==> src/rtl/pixel_mixer_pipe.sv <==
// pixel_mixer_pipe: streaming LAYERS-input pixel compositor with per-layer merge modes and valid/ready flow control
// Optional: define PIXEL_MIXER_SAT_CNT_EN to add the per-frame clipped-beat counter port sat_count.
module pixel_mixer_pipe #(
    parameter int CH_W = 4,
    parameter int NUM_CH = 3,
    parameter int LAYERS = 3,
    parameter logic [NUM_CH*CH_W-1:0] KEY = '0
) (
    input  logic                          clk,
    input  logic                          rst_n,
    input  logic                          in_valid,
    output logic                          in_ready,
    input  logic                          in_sof,
    input  logic [LAYERS*NUM_CH*CH_W-1:0] in_pix,
    input  logic [2*LAYERS-1:0]           in_mode,
    output logic                          out_valid,
    input  logic                          out_ready,
    output logic                          out_sof,
    output logic [NUM_CH*CH_W-1:0]        out_pix
`ifdef PIXEL_MIXER_SAT_CNT_EN
    ,
    output logic [15:0]                   sat_count
`endif
);
    localparam int PW = NUM_CH*CH_W;
    localparam int MW = 2*LAYERS;

    logic              adv;
    logic [MW-1:0]     cfg;
    logic [MW-1:0]     eff;
    logic [LAYERS-1:0] v_q;
    logic [LAYERS-1:0] sof_q;
    logic [LAYERS-1:0] sat_q;
    logic [LAYERS-1:0] sat_d;
    logic [PW-1:0]     acc_q [LAYERS];
    logic [PW-1:0]     acc_d [LAYERS];
    logic [LAYERS*PW-1:0] pix_q [LAYERS-1];
    logic [MW-1:0]     mode_q [LAYERS-1];

    // One merge step across all channels; MSB of the result flags a clip in add/subtract.
    function automatic logic [PW:0] merge(input logic [PW-1:0] a, input logic [PW-1:0] b, input logic [1:0] m);
        logic [PW-1:0] r;
        logic          c;
        logic [CH_W:0] s;
        r = '0;
        c = 1'b0;
        for (int i = 0; i < NUM_CH; i++) begin
            s = m[1] ? {1'b0, a[i*CH_W +: CH_W]} - {1'b0, b[i*CH_W +: CH_W]}
                     : {1'b0, a[i*CH_W +: CH_W]} + {1'b0, b[i*CH_W +: CH_W]};
            r[i*CH_W +: CH_W] = s[CH_W] ? (m[1] ? {CH_W{1'b0}} : {CH_W{1'b1}}) : s[CH_W-1:0];
            c = c | s[CH_W];
        end
        return m == 2'b00 ? {1'b0, a} :
               m == 2'b10 ? {1'b0, (b == KEY ? a : b)} : {c, r};
    endfunction

    assign adv       = ~out_valid | out_ready;
    assign in_ready  = adv;
    assign eff       = in_sof ? in_mode : cfg;
    assign out_valid = v_q[LAYERS-1];
    assign out_sof   = sof_q[LAYERS-1];
    assign out_pix   = acc_q[LAYERS-1];

    // Next value of every stage: stage 0 takes the base layer, stage k folds in layer k.
    always_comb begin
        acc_d[0] = in_pix[PW-1:0];
        sat_d    = '0;
        for (int k = 1; k < LAYERS; k++)
            {sat_d[k], acc_d[k]} = merge(acc_q[k-1], pix_q[k-1][k*PW +: PW], mode_q[k-1][2*k +: 2]);
    end

    // Mode config is captured only by an accepted start-of-frame beat.
    always_ff @(posedge clk or negedge rst_n) begin
        if (!rst_n)
            cfg <= {LAYERS{2'b01}};
        else if (in_valid & adv & in_sof)
            cfg <= in_mode;
    end

    // Whole pipe shifts together on advance; bubbles travel as invalid slots.
    always_ff @(posedge clk or negedge rst_n) begin
        if (!rst_n) begin
            v_q   <= '0;
            sof_q <= '0;
            sat_q <= '0;
            for (int k = 0; k < LAYERS; k++)
                acc_q[k] <= '0;
            for (int k = 0; k < LAYERS-1; k++) begin
                pix_q[k]  <= '0;
                mode_q[k] <= '0;
            end
        end else if (adv) begin
            v_q   <= {v_q[LAYERS-2:0], in_valid};
            sof_q <= {sof_q[LAYERS-2:0], in_sof};
            sat_q <= {sat_q[LAYERS-2:0], 1'b0} | sat_d;
            for (int k = 0; k < LAYERS; k++)
                acc_q[k] <= acc_d[k];
            pix_q[0]  <= in_pix;
            mode_q[0] <= eff;
            for (int k = 1; k < LAYERS-1; k++) begin
                pix_q[k]  <= pix_q[k-1];
                mode_q[k] <= mode_q[k-1];
            end
        end
    end

`ifdef PIXEL_MIXER_SAT_CNT_EN
    // Per-frame count of delivered beats that clipped anywhere, saturating at all-ones.
    always_ff @(posedge clk or negedge rst_n) begin
        if (!rst_n)
            sat_count <= '0;
        else if (out_valid & out_ready)
            sat_count <= out_sof ? {15'd0, sat_q[LAYERS-1]} :
                         (sat_q[LAYERS-1] & ~&sat_count) ? sat_count + 16'd1 : sat_count;
    end
`endif
endmodule

==> config.mk <==
export PLATFORM = sky130hd
export DESIGN_NAME = pixel_mixer_pipe
export DESIGN_NICKNAME = d
export VERILOG_FILES = /design/src/rtl/pixel_mixer_pipe.sv
export SDC_FILE = /design/constraint.sdc
export NUM_CORES = 1
export LEC_CHECK = 0
export ABC_AREA = 1
export CAP_MARGIN = 20
export CORE_MARGIN = 3
export CORE_UTILIZATION = 62
export CTS_CLUSTER_SIZE = 8
export DETAILED_ROUTE_END_ITERATION = 7
export GPL_TIMING_DRIVEN = 1
export PLACE_DENSITY = 0.86
export SLEW_MARGIN = 40
export SYNTH_ARGS = -nofsm -noshare
export SYNTH_HDL_FRONTEND = slang
export SYNTH_SLANG_ARGS = --single-unit
==> constraint.sdc <==
create_clock -name clk -period 4.7 [get_ports clk]
set_clock_uncertainty 0.05 [all_clocks]
set_input_delay 0.94 -clock clk [delete_from_list [all_inputs] [get_ports clk]]
set_output_delay 0.94 -clock clk [all_outputs]
set_load 0.1 [all_outputs]
; ---- After elaboration in Yosys (flattened, before gate mapping)
; Cells that the tools add are included.
[classes]
add_sub_neg = 12
eq_ne = 2
muxes = 21
bitwise_logic = 4
n_reduce_logical = 4
[op_table]
columns = cell, n
row1 = $mux W12, 6
row2 = $mux W4, 8
row3 = $add A4 B4 Y5, 6
row4 = $mux W5, 6
row5 = $sub A4 B4 Y5, 6
row6 = $logic_not A12 Y1, 2
row7 = $mux W6, 1
row8 = $eq A2 B2 Y1 const B, 2
row9 = $logic_not A2 Y1, 2
row10 = $and A1 B1 Y1, 2
row11 = $not A1 Y1, 1
row12 = $or A1 B1 Y1, 1
[totals]
reg_bits = 132
out_inout_bits = 15
elab_cells = 53

; ---- Depth between registers and ports, before layout
; Gate-level depths: netlist of run 1.
[logic_depth]
depth_word = 5
ltp_mapped = 17
ltp_nobuf = 16

; ---- Worst setup path before layout of run 1
; No wires, ideal clock.
[synth_path]
path_type = register to output
startpoint = register v_q[2]
endpoint = output port in_ready
t_arrival_ns = 1.725
required_ns = 3.710
setup_slack_ns = 1.985
stages_incl_launch_ff = 6
n_path_buf = 2
cell_sequence = dfrtp_1 inv_1 nor2_2 inv_1 buf_2 buf_2
[synth_between]
elab_chain_len = 2
[synth_lines]
columns = element, line_no
row1 = "start, declared", 31  ; logic [LAYERS-1:0] v_q;
row2 = "start signal, assigned", 93  ; v_q <= {v_q[LAYERS-2:0], in_valid};
row3 = $not A1 Y1, 57  ; assign adv = ~out_valid | out_ready;
row4 = $or A1 B1 Y1, 57
row5 = "end, declared", 12  ; output logic in_ready,
; No other way between the ends.

; ---- Worst setup path in the final report of run 1
[layout_path]
startpoint = input port out_ready
endpoint = output port in_ready
[layout_between]
elab_chain_len = 1
[layout_lines]
columns = element, line_no
row1 = "start, declared", 17  ; input logic out_ready,
row2 = $or A1 B1 Y1, 57
; No other way between the ends.

==> results of run 1 <==
-- critical path, stage by stage --
cell	delay, ns
clkdlybuf4s50_1	0.50
nor2_4	0.05
inv_2	0.05
buf_4	0.28
-- cell type report --
cell class              instances  area [um2]
repair buffers                 62         538
multi-input cells             602        3130
clock inverters                 6        91.3
fillers                       779        2650
flip-flops and latches         88        2200
well taps                     129         161
inverters                     110         413
clock buffers                  10         138
-- stage by stage --
step | setup WS (ns) | total power [mW] | instances
after detailed placement | 1.71 | 4.36 | 991
after floorplan | 1.99 | 3.82 | 842
after global placement | 1.78 | 4.32 | 991
final | 1.89 | 4.99 | 1007
after global routing | 1.83 | 5.48 | 1007
after CTS | 1.88 | 4.98 | 1007
-- registers in the layout, indices dropped and copies added, names as in the netlist --
| signal | flops |
|---|---|
| mode_q | 6 |
| v_q | 3 |
| cfg | 4 |
| out_pix | 12 |
| sof_q | 3 |
| acc_q | 12 |
| pix_q | 48 |
-- how the worst max path moves through the flow --
stage | depth (start not counted) | endpoint | slack, ns
2_1_floorplan | 5 | in_ready | 1.99
3_3_place_gp | 7 | cfg[3] | 1.78
3_5_place_dp | 7 | cfg[5] | 1.71
4_1_cts | 4 | in_ready | 1.88
5_1_grt | 13 | out_pix[0] | 1.83
6_report | 4 | in_ready | 1.89
-- layout by cell type (no fill, tap or decap) --
| cell type | instances |
|---|---|
| o211ai_1 | 4 |
| dfstp_2 | 2 |
| nand3_1 | 110 |
| fa_1 | 6 |
| o21ai_0 | 62 |
| nand2_1 | 276 |
| inv_6 | 1 |
| clkdlybuf4s50_1 | 43 |
| o21ai_1 | 5 |
| a31oi_1 | 6 |
| xor2_1 | 10 |
| nor2_4 | 8 |
| ha_1 | 30 |
| buf_4 | 5 |
| nand3b_1 | 2 |
| nor2_1 | 15 |
| dfrtp_1 | 86 |
| inv_2 | 9 |
| a21oi_2 | 1 |
| clkinvlp_4 | 3 |
| xnor2_1 | 2 |
| or2_2 | 4 |
| nor2_2 | 6 |
| inv_1 | 101 |
| a21oi_1 | 44 |
| buf_2 | 14 |
| bufinv_16 | 2 |
| nand2_2 | 9 |
| clkbuf_8 | 10 |
| nand3_4 | 2 |
-- per-layer routing --
layer / wire, um / vias up
met5: 0 / -
met1: 6320 / 2550
met3: 810 / 24
met2: 6450 / 180
li1: - / 2750
met4: 176 / 0
-- power breakdown --
part / leakage (nW) / switching, mW / total (mW) / internal (mW)
clock: 0.105 / 0.287 / 0.602 / 0.316
sequential: 1.06 / 0.247 / 1.27 / 1.02
combinational: 2.32 / 2.12 / 3.12 / 0.993
total: 3.49 / 2.66 / 4.99 / 2.33
-- kinds of logic (layout without fill, tap and decap cells) --
| kind of cell | after synthesis | after routing | share of synthesized area (%) |
|---|---|---|---|
| AO/OA/AOI/OAI | 122 | 122 | 10.5 |
| XOR/XNOR | 12 | 12 | 1.75 |
| adder cells (fa/ha/maj) | 36 | 36 | 8.26 |
| buffers and inverters | 152 | 188 | 11.1 |
| flip-flops | 88 | 88 | 36.8 |
| AND/OR/NAND/NOR | 432 | 432 | 31.6 |
==> impl_metrics.ini, run 1 <==
[status]
outcome = completed

[placed_design]
dp_hpwl_mm = 10.1
gp_congestion = 0.936
placed_area_um2 = 6450
port_buffers = 59

[cells_and_area]
drive_gt1_share_pct = 8.66
final_core_util_pct = 71.6
fin_nets = 956
antennaDiodeCount = 0
syn_to_final_growth_pct = 11.4
stdcell_area_um2 = 6680

[min_path]
whs_endpoint = v_q[2]
hold_depth = 1
hold_path_class = reg -> reg
hp-start = v_q[1]

[global_routing]
grt_pass1_vias = 5265
busiest_layer = met2
grt_pass1_wl_mm = 23.9
met1_usage_pct = 36.0
grt-ovfl-total = 0
grtUsageMet2_pct = 43.8
grt_max_degree = 94
antenna_found_initial = 0
grt_usage_pct = 26.3
grtUsageMet3_pct = 4.72

[floorplanning]
die-area_um2 = 10900
die_w_um = 104
die_h_um = 104
pin_count = 62
initial_core_util_pct = 64.3
fp.coreArea_um2 = 9330
num_rows = 35

[power_and_ir_drop]
vdd_drop_max_mv = 0.511
p_leak_nw = 3.49
power_density_nw_per_um2 = 747

[synthesis]
synth_top_area_share_pct = 35.9
synth_top_area_cell = dfrtp_1
synth_edf_count = 0
synth.area.top_cells = dfrtp_1, nand2_1, nand3_1
ys_seq_area_share_pct = 36.8
ys_ff_latch = 88
yosysMostFrequentCell = nand2_1
synthesis.nets = 925
ys_top_cells_by_count = nand2_1, nand3_1, inv_1
synthFlopType = dfrtp_1
syn-mean-instance-area_um2 = 7.12
synthArstFlopShare_pct = 100
synthDistinctLibCells = 27
synth_warnings = 0
netlist_instances = 842
netlist_area_um2 = 6000

[sta]
period_share_pct = 59.9
whs_ns = 0.430
slew_headroom_pct = 43.2
setup_viol_count_final = 0
final.setup.tns_ns = 0
hold_viol = 0
timing.fmax_mhz = 355
finalMaxSlewViolations = 0
rsz0062_at_grt = no
worst_pin_slew_ns = 0.849
finalCriticalPeriod_ns = 2.81

[clock_tree]
cts_buffer_depth = 2
clock_sinks = 88
cts_buffers = 9
cts-resized-gates = 0
clk-insertion-delay-late_ns = 0.37
post-cts-setup-buffers = 0
ctsHtreeMaxLevel = 3
clkTransAtPathRegs_ns = 0.09
cts_tree = yes
root_buffer = clkbuf_8
cts_hold_buf = 0

[worst_setup_path]
r2r-start = mode_q[5]
critPathMaxFanout = 2
r2r_setup_slack_ns = 2.08
worst_r2r_endpoint = out_pix[7]
crit_start = out_ready
worst-r2r-cell-count = 11
cp.arrival_ns = 1.82
worstSetupEndpointType = primary output
critPathRequiredTime_ns = 3.71
cp-start-kind = input pin
critPathKind = in -> out

[detailed_routing]
routed-via-count = 5504
vias_per_cell = 5.47
drtIter0Drc = 306
drt_wl_total_mm = 13.8
drtAntennaViolNets = 0
drc = 0
post_drt_wl_per_cell_um = 13.7
firstDrtPassIters = 5

[flow_run]
maxCapViolations = 0
No activity file was read; power rests on OpenSTA's default activity.
==> run 2, diff against run 1 <==
CORE_UTILIZATION = 52   (was 62)
PLACE_DENSITY = 0.77   (was 0.86)
clock period = 2.49 ns   (was 4.7 ns; I/O delays follow)
==> impl_metrics.ini, run 2 (synthesized netlist as in run 1, its figures left out) <==
[worst_setup_path]
r2r_setup_slack_ns = 0.21
worst-r2r-cell-count = 14
worst_r2r_endpoint = out_pix[11]
cp_slowest_stage_delay_ns = 0.48
r2r-start = pix_q[32]
critPathRequiredTime_ns = 2.72
critPathKind = reg -> reg
cp_num_cells = 14
critPathMaxFanout = 4
cp.buffers_inverters = 3
path_cells = inv_1 > ha_1 > inv_1 > o21ai_1 > fa_1 > inv_1 > nand3_1 > nand2_1 > nand2_1 > nand3_1 > nand2_1 > nand3_1 > nand2_1 > nand2_1
cp.arrival_ns = 2.52
critPathSlowestCell = fa_1
cp-start-kind = flip-flop
critPathMostFrequentCell = nand2_1
cpLargestDelayFamily = adder cells
worstSetupEndpointType = flip-flop

[global_routing]
grt_pass1_vias = 5023
grt_pass1_wl_mm = 23.7
antenna_found_initial = 0
grt_usage_pct = 22.4
grt-ovfl-total = 0
grt_max_degree = 76

[clock_tree]
clk-insertion-delay-late_ns = 0.34
clkTransAtPathRegs_ns = 0.07
root_buffer = clkbuf_16
cts_hold_buf = 0
clock_sinks = 88
cts_buffer_depth = 2
cts_buffers = 9
cts_tree = yes
ctsHtreeMaxLevel = 3

[floorplanning]
num_rows = 38
die_h_um = 113
die-area_um2 = 12900
pin_count = 62
initial_core_util_pct = 54.4
die_w_um = 113
fp.coreArea_um2 = 11000

[sta]
setup_viol_count_final = 0
finalCriticalPeriod_ns = 2.28
worst_pin_slew_ns = 0.805
finalMaxSlewViolations = 0
final.setup.tns_ns = 0
fin_ws_ns = 0.205
slew_headroom_pct = 46.2
whs_ns = 0.0993
period_share_pct = 91.8
hold_viol = 0
timing.fmax_mhz = 438
rsz0062_at_grt = no

[detailed_routing]
vias_per_cell = 5.28
post_drt_wl_per_cell_um = 13.4
firstDrtPassIters = 5
drc = 0
routed-via-count = 5435
drtIter0Drc = 400
drt_wl_total_mm = 13.8
drtAntennaViolNets = 0

[min_path]
hold_path_class = in -> async

[flow_run]
maxCapViolations = 0

[cells_and_area]
largest_register_ffs = 48
layout_commonest_cell = nand2_1
drive_gt1_share_pct = 10.1
final_cell_mix = nand2_1, nand3_1, inv_1
fin_nets = 968
syn_to_final_growth_pct = 16.0
stdcell_area_um2 = 6950
regMostFlops = pix_q
antennaDiodeCount = 0

[status]
outcome = completed

[placed_design]
placed_area_um2 = 6610
dp_hpwl_mm = 9.97
gp_congestion = 0.915
pre_cts_slack_ns = 0.162
port_buffers = 59

[power_and_ir_drop]
vdd_drop_max_mv = 1.01
p_leak_nw = 3.61
power_density_nw_per_um2 = 1430
==> run 2: changes by cell type in the layout (fill, tap and decap cells not counted), sizes merged <==
cell / before / now
clkinv: 0 / 2
buf: 19 / 31
clkinvlp: 3 / 1
==> run 2: through the flow <==
stage / utilization [%] / cells / power, mW
after detailed placement: 59.9 / 1013 / 8.37
after global placement: 59.9 / 1013 / 8.25
after floorplan: - / 842 / 7.22
after global routing: 63.0 / 1030 / 10.9
after CTS: 62.8 / 1029 / 9.90
final: 63.0 / 1030 / 9.95
==> run 2: area by class of cell <==
class	instances	area [um2]
timing repair buffer	74	688
multi-input combinational	602	3150
clock inverter	6	93.8
inverter	110	413
fill	1004	4080
sequential	88	2210
tap	140	175
clock buffer	10	229
==> run 2: how the worst max path moves through the flow <==
stage | from | endpoint | slack, ns
global route | pix_q[33] | out_pix[11] | 0.01
floorplan | v_q[2] | in_ready | 0.22
CTS | pix_q[32] | out_pix[11] | 0.14
finish | pix_q[32] | out_pix[11] | 0.21
detailed placement | pix_q[32] | out_pix[11] | 0.16
global placement | pix_q[32] | out_pix[11] | 0.24
==> run 2: report_power, final <==
group,switching [mW],leakage (nW),internal [mW]
Combinational,4.05,2.40,2.05
Clock,0.588,0.153,0.887
Sequential,0.431,1.06,1.94
==> run 2: what timing repair did <==
item                                   CTS  global route
buffers inserted                         0             1
resized for setup                        0             8
setup endpoints to repair                0            14
endpoints found under the hold margin    0             0
==> run 2: worst reg2reg max path: cells and delay by family, from the launching register on <==
| kind | cells | cell delay (ns) |
|---|---|---|
| fa+ha+maj | 2 | 0.73 |
| simple gates | 8 | 0.65 |
| flops | 1 | 0.39 |
| buf+inv | 3 | 0.27 |
| compound gates | 1 | 0.11 |
==> run 2: routing by layer <==
layer | global-route usage (%) | routed length (um)
met1 | 33.0 | 6610
met2 | 35.2 | 6140
met5 | 0 | 0
met4 | 6.41 | 218
met3 | 2.55 | 799
==> run 3, diff against run 2 <==
SLEW_MARGIN = 10   (was 40)
==> results of run 3 <==
The final DEF is identical to that of run 2; final timing and power are the same.
